--- config.mk ---
export PLATFORM = sky130hd
export DESIGN_NAME = irq_responder_9
export DESIGN_NICKNAME = d
export VERILOG_FILES = /design/src/rtl/irq_pkg.sv /design/src/rtl/irq_prio_sel_9.sv /design/src/rtl/irq_responder_9.sv
export SDC_FILE = /design/constraint.sdc
export NUM_CORES = 1
export LEC_CHECK = 0
export CORE_MARGIN = 2
export CORE_UTILIZATION = 40
export DETAILED_ROUTE_END_ITERATION = 8
export PLACE_DENSITY_LB_ADDON = 0.25
export SYNTH_ARGS = -nofsm -noshare
export SYNTH_HDL_FRONTEND = slang
export SYNTH_HIERARCHICAL = 1
export SYNTH_SLANG_ARGS = --single-unit
--- constraint.sdc ---
create_clock -name Clock -period 9.9 [get_ports Clock]
set_input_delay 1.98 -clock Clock [delete_from_list [all_inputs] [get_ports Clock]]
set_output_delay 1.98 -clock Clock [all_outputs]
set_load 0.01 [all_outputs]
--- src/rtl/irq_pkg.sv ---
// Shared definitions for the 9-channel interrupt responder: channel count,
// the "no grant" id, the FSM state encoding and the channel wrap helper.
package irq_pkg;

  localparam int          NUM_CH     = 9;
  localparam logic [3:0]  GRANT_NONE = 4'd0;

  typedef enum logic [1:0] {
    ST_IDLE    = 2'd0,
    ST_GRANT   = 2'd1,
    ST_HOLDOFF = 2'd2
  } state_e;

  // Channel numbers run 1..NUM_CH; the successor of the last channel is 1.
  function automatic logic [3:0] next_ch(input logic [3:0] ch);
    return (ch >= 4'(NUM_CH)) ? 4'd1 : ch + 4'd1;
  endfunction

endpackage

--- src/rtl/irq_prio_sel_9.sv ---
// Combinational 9-input selector: first set request found searching upward
// from channel i_start (1..9, wrapping 9 to 1); returns GRANT_NONE if none.
module irq_prio_sel_9
  import irq_pkg::*;
(
  input  logic [NUM_CH-1:0] i_req,
  input  logic [3:0]        i_start,
  output logic [3:0]        o_id
);

  logic [3:0] w_ch;

  // NOTE: every variable written here gets a default first so no latch is inferred.
  always_comb begin
    o_id = GRANT_NONE;
    w_ch = i_start;
    for (int k = 0; k < NUM_CH; k++) begin
      if ((o_id == GRANT_NONE) && i_req[w_ch - 4'd1]) o_id = w_ch;
      w_ch = next_ch(w_ch);
    end
  end

endmodule

--- src/rtl/irq_responder_9.sv ---
// Edge-latched 9-channel interrupt responder with one outstanding grant at a time.
// Define IRQ_ROUND_ROBIN_EN for round-robin selection; default is fixed lowest-channel priority.
module irq_responder_9
  import irq_pkg::*;
#(
  parameter logic [NUM_CH-1:0] BubblesMask = '0
) (
  input  logic              Clock,
  input  logic              Reset_n,
  input  logic [NUM_CH-1:0] Req,
  input  logic [NUM_CH-1:0] Enable,
  input  logic              Ack,
  output logic              Irq,
  output logic              Grant_Valid,
  output logic [3:0]        Grant_Id,
  output logic [NUM_CH-1:0] Pending
);

  logic [NUM_CH-1:0] r_req_q;
  logic [NUM_CH-1:0] r_pending;
  state_e            r_state;
  state_e            w_state_nxt;
  logic              r_grant_valid;
  logic              w_grant_valid_nxt;
  logic [3:0]        r_grant_id;
  logic [3:0]        w_grant_id_nxt;
  logic [3:0]        w_sel_id;
  logic [3:0]        w_start;
  logic [NUM_CH-1:0] w_eff;
  logic [NUM_CH-1:0] w_rise;
  logic [NUM_CH-1:0] w_cand;
  logic [NUM_CH-1:0] w_clr;
  logic              w_ack_grant;

  assign w_eff       = Req ^ BubblesMask;
  assign w_rise      = w_eff & ~r_req_q;
  assign w_cand      = r_pending & Enable;
  assign w_ack_grant = (r_state == ST_GRANT) && Ack;
  assign w_clr       = w_ack_grant ? (NUM_CH'(1) << (r_grant_id - 4'd1)) : '0;

`ifdef IRQ_ROUND_ROBIN_EN
  logic [3:0] r_rr_ptr;

  // Pointer starts at the last channel so the first search begins at channel 1.
  always_ff @(posedge Clock or negedge Reset_n) begin
    if (!Reset_n)         r_rr_ptr <= 4'(NUM_CH);
    else if (w_ack_grant) r_rr_ptr <= r_grant_id;
  end

  assign w_start = next_ch(r_rr_ptr);
`else
  assign w_start = 4'd1;
`endif

  irq_prio_sel_9 u_sel (
    .i_req   (w_cand),
    .i_start (w_start),
    .o_id    (w_sel_id)
  );

  always_comb begin
    w_state_nxt       = r_state;
    w_grant_valid_nxt = r_grant_valid;
    w_grant_id_nxt    = r_grant_id;
    case (r_state)
      ST_IDLE: begin
        if (|w_cand) begin
          w_state_nxt       = ST_GRANT;
          w_grant_valid_nxt = 1'b1;
          w_grant_id_nxt    = w_sel_id;
        end
      end
      ST_GRANT: begin
        if (Ack) begin
          w_state_nxt       = ST_HOLDOFF;
          w_grant_valid_nxt = 1'b0;
          w_grant_id_nxt    = GRANT_NONE;
        end
      end
      ST_HOLDOFF: w_state_nxt = ST_IDLE;
      default:    w_state_nxt = ST_IDLE;
    endcase
  end

  // NOTE: state uses non-blocking assignments so every register samples pre-edge values.
  always_ff @(posedge Clock or negedge Reset_n) begin
    if (!Reset_n) begin
      r_state       <= ST_IDLE;
      r_grant_valid <= 1'b0;
      r_grant_id    <= GRANT_NONE;
      r_pending     <= '0;
      // NOTE: req_q resets to ones so lines already high at release are not seen as edges.
      r_req_q       <= '1;
    end else begin
      r_state       <= w_state_nxt;
      r_grant_valid <= w_grant_valid_nxt;
      r_grant_id    <= w_grant_id_nxt;
      r_pending     <= (r_pending & ~w_clr) | w_rise;
      r_req_q       <= w_eff;
    end
  end

  assign Irq         = |(r_pending & Enable);
  assign Grant_Valid = r_grant_valid;
  assign Grant_Id    = r_grant_id;
  assign Pending     = r_pending;

endmodule

==> impl_metrics.env <==
export IMPL_cts_hold_buf=0
export IMPL_max_cap_violations=0
export IMPL_post_cts_buffers=0
export IMPL_worst_pin_slew_ns=1.09
export IMPL_slew_viol_final=0
export IMPL_cts_resized=0
export IMPL_grt_pass1_wl_microns=22400
export IMPL_holdCritPathClass="flop to flop"
export IMPL_cts_tree="built"
export IMPL_cp_slowest_stage_delay_ns=0.80
export IMPL_gp_congestion=0.951
export IMPL_fill_cells=1063
export IMPL_worst_path_most_repeated_cell="a31oi_1"
export IMPL_antenna_found_initial=0
export IMPL_design_area_sq_mm=0.00508
export IMPL_grt_overflow=0
export IMPL_path_max_fanout=11
export IMPL_dpl_cell_area_sq_mm=0.00500
export IMPL_synth_cell_area_sq_mm=0.00454
export IMPL_antenna_left=0
export IMPL_seq_area_frac_synth_pct=14.0
export IMPL_end_kind="flop"
export IMPL_finalSetupViolCount=0
export IMPL_swShare_pct=50.8
export IMPL_fp_row_count=38
export IMPL_crit_path_top_delay_cell="a31oi_1"
export IMPL_crit_chain="clkdlybuf4s50_1 -> and2_1 -> mux4_2 -> nand3_1 -> a31oi_1 -> nor2b_4 -> or4b_4 -> o21a_1 -> a41oi_2 -> and2_1 -> a311oi_1 -> a31oi_1 -> o41ai_1 -> a31oi_1 -> nand3_1 -> o31ai_1 -> a22oi_1 -> o21ai_1"
export IMPL_grt_max_degree=26
export IMPL_min_from="r_req_q[6]$_DFF_PN1_"
export IMPL_cts_buffers=3
export IMPL_async_flop_share_pct=100
export IMPL_firstDrtPassIters=6
export IMPL_crit_arrival_ns=7.12
export IMPL_synth_cell_type_count=103
export IMPL_cp_required_ns=10.08
export IMPL_clock_sinks=25
export IMPL_dp_cells=724
export IMPL_core_area_sq_mm=0.0109
export IMPL_static_leakage_power_nw=2.12
export IMPL_fp_dieH_microns=111
export IMPL_final_nets=635
export IMPL_clock_path_buffers=2
export IMPL_syn_to_final_growth_pct=11.9
export IMPL_syn_inst=560
export IMPL_clkPwrFrac_pct=6.9
export IMPL_numPortBuffers=35
export IMPL_rsz0062_at_grt="no"
export IMPL_power_w=0.00129
export IMPL_fin_skew_ns=0.00124
export IMPL_p_int_w=0.000636
export IMPL_status="finished clean"
export IMPL_io_pins=36
export IMPL_layout_drive_gt1_share_pct=10.9
export IMPL_p_sw_w=0.000657
export IMPL_vdd_drop_max_v=0.000127
export IMPL_seqPwrFrac_pct=11.2
export IMPL_min_period_over_period_pct=70.1
export IMPL_tns_ns=0
export IMPL_hold_viol_final=0
export IMPL_wl_per_cell_microns=18.3
export IMPL_finalCriticalPeriod_ns=6.94
export IMPL_finalWirelength_microns=13300
export IMPL_path_clk_slew_ns=0.06
export IMPL_antenna_cells=0
export IMPL_vias=4673
export IMPL_reg2reg_from="Pending[0]$_DFF_PN0_"
export IMPL_synth_area_per_cell_sq_um=8.11
export IMPL_critPathKind="input port to flop"
export IMPL_synth_edf_count=0
export IMPL_dieWidth_microns=111
export IMPL_cts_root_buf="clkbuf_16"
export IMPL_p_per_area_mw_per_mm2=254
export IMPL_final_cells=728
export IMPL_globalRouteTotalUtil_pct=21.2
export IMPL_ys_ff_latch=25
export IMPL_crit_start="Enable[0]"
export IMPL_combPwrFrac_pct=81.9
export IMPL_max_freq_ghz=0.144
export IMPL_drt_initial_drc_count=420
export IMPL_relSlewSlack_pct=27.4
export IMPL_drcViolationCount=0
export IMPL_insertion_delay_ns=0.25
export IMPL_routed_via_density=6.42
export IMPL_ys_warn_count=6
export IMPL_grt_pass1_vias=4550
export IMPL_cts_htree_levels=1
export IMPL_synthFlopType="dfrtp_1"
export IMPL_critPathLaunchType="input port"
export IMPL_dp_hpwl_microns=10300
export IMPL_start_util_pct=41.5
export IMPL_dieArea_sq_mm=0.0122
## layout make-up
type	instances	area (sq um)	share of cell area (%)
clock buffers	4	78.8	1.55
inverters	38	143	2.81
multi-input cells	486	3700	72.8
flip-flops and latches	25	637	12.5
well taps	140	175	3.45
repair buffers	35	350	6.89
## cells in the mapped netlist (5+ instances only)
cell      count  share of area (%)
xnor2_1      12                2.3
o31ai_1       7                1.2
buf_2         7               0.77
o211ai_1      5               0.83
nand2_1      41                3.4
dfstp_2       9                5.2
nor3b_1       7                1.2
nor2b_1      14                1.9
nand3_1      18                2.0
a21oi_1      19                2.1
dfrtp_1      16                8.8
nand4_1       5               0.69
a22oi_1      12                2.0
o211a_1       6                1.3
clkbuf_1     11               0.91
nand2b_1     10                1.4
ha_1         25                6.9
mux4_2       14                6.9
nor2_1       34                2.8
a211oi_1      7                1.2
o21ai_1       8               0.88
nor3_1        6               0.66
a21o_1        5               0.83
a41oi_1       7                1.4
mux2i_1      19                4.2
a31oi_1      10                1.4
and2_1       17                2.3
a221oi_1      5               0.96
o21ai_0      35                3.9
and3_1        7               0.96
o22ai_1       5               0.69
inv_1        35                2.9
## registers in the layout, indices dropped and copies added, names as in the netlist
name	flops
Grant_Id	4
Grant_Valid	1
Pending	9
r_req_q	9
r_state	2
## worst paths after layout
kind / endpoint / slack [ns] / cells past startpoint
hold / removal: Pending[6]$_DFF_PN0_ / 0.51 / 1
hold reg to reg: Pending[6]$_DFF_PN0_ / 0.51 / 1
setup reg to reg: Grant_Id[0]$_DFFE_PN0P_ / 4.75 / 17
setup / recovery: Grant_Id[0]$_DFFE_PN0P_ / 2.96 / 18
max in group asynchronous: Pending[7]$_DFF_PN0_ / 6.94 / 1
min in group asynchronous: Grant_Valid$_DFFE_PN0P_ / 2.31 / 1
## layer usage
layer / share of wire, % / track usage (%) / vias up
met5: 0 / 0 / -
li1: - / - / 2201
met4: 1.4 / 4.67 / 0
met3: 5.1 / 1.65 / 19
met2: 47 / 35.9 / 163
met1: 46 / 29.6 / 2290
## cell usage in the layout, fill, tap and decap left out, drive strengths merged, types with 5 or more instances in the layout
| cell type | netlist | routed |
|---|---|---|
| mux4 | 14 | 14 |
| nor3 | 7 | 7 |
| and2 | 18 | 18 |
| o211ai | 6 | 6 |
| o211a | 6 | 6 |
| a41oi | 8 | 8 |
| inv | 37 | 37 |
| a22oi | 12 | 12 |
| a221oi | 5 | 5 |
| mux2i | 19 | 19 |
| a311oi | 6 | 6 |
| clkdlybuf4s50 | 0 | 35 |
| ha | 25 | 25 |
| conb | 2 | 15 |
| o31ai | 10 | 10 |
| and3 | 7 | 7 |
| a31oi | 11 | 11 |
| xnor2 | 13 | 13 |
| o22ai | 5 | 5 |
| o21ai | 45 | 45 |
| nor2b | 15 | 15 |
| or2 | 6 | 6 |
| dfrtp | 16 | 16 |
| nor3b | 7 | 7 |
| nand4 | 5 | 5 |
| a211oi | 8 | 8 |
| nor2 | 34 | 34 |
| a21o | 5 | 5 |
| nand3 | 18 | 18 |
| dfstp | 9 | 9 |
| a21oi | 20 | 20 |
| nand2b | 10 | 10 |
| nand2 | 42 | 42 |
## cells by family (layout without fill, tap and decap cells)
family,after synthesis,in the layout,share of synthesized area (%)
AND/OR/NAND/NOR,202,202,25.5
AO/OA/AOI/OAI,191,191,32.4
buffers and inverters,62,77,5.59
multiplexers,37,37,12.1
adder cells (fa/ha/maj),25,25,6.89
flip-flops,25,25,14.0
XOR/XNOR,16,16,3.25
other,2,15,0.165
## critical path, delay by kind of cell
kind / cells / cell delay [ns]
compound gates: 10 / 2.90
mux: 1 / 0.29
buf+inv: 1 / 0.48
simple gates: 6 / 1.47
## power by group through the flow
stage / Combinational, W / Sequential [W] / Clock [W]
floorplan: 0.000822 / 0.000143 / 0
global placement: 0.000915 / 0.000146 / 0
detailed placement: 0.000922 / 0.000146 / 0
CTS: 0.000926 / 0.000144 / 0.0000891
global route: 0.00116 / 0.000148 / 0.0000941
finish: 0.00106 / 0.000145 / 0.0000889
## metrics by stage
stage | setup slack (ns) | utilization [%] | hold slack [ns]
final | 2.96 | 46.5 | 0.510
after global routing | 2.52 | 46.5 | 0.533
after CTS | 3.07 | 46.5 | 0.515
after detailed placement | 2.81 | 45.8 | 0.501
after global placement | 2.87 | 45.8 | 0.498
after floorplan | 4.18 | - | 0.475
Power figures use the tool's default switching activity.
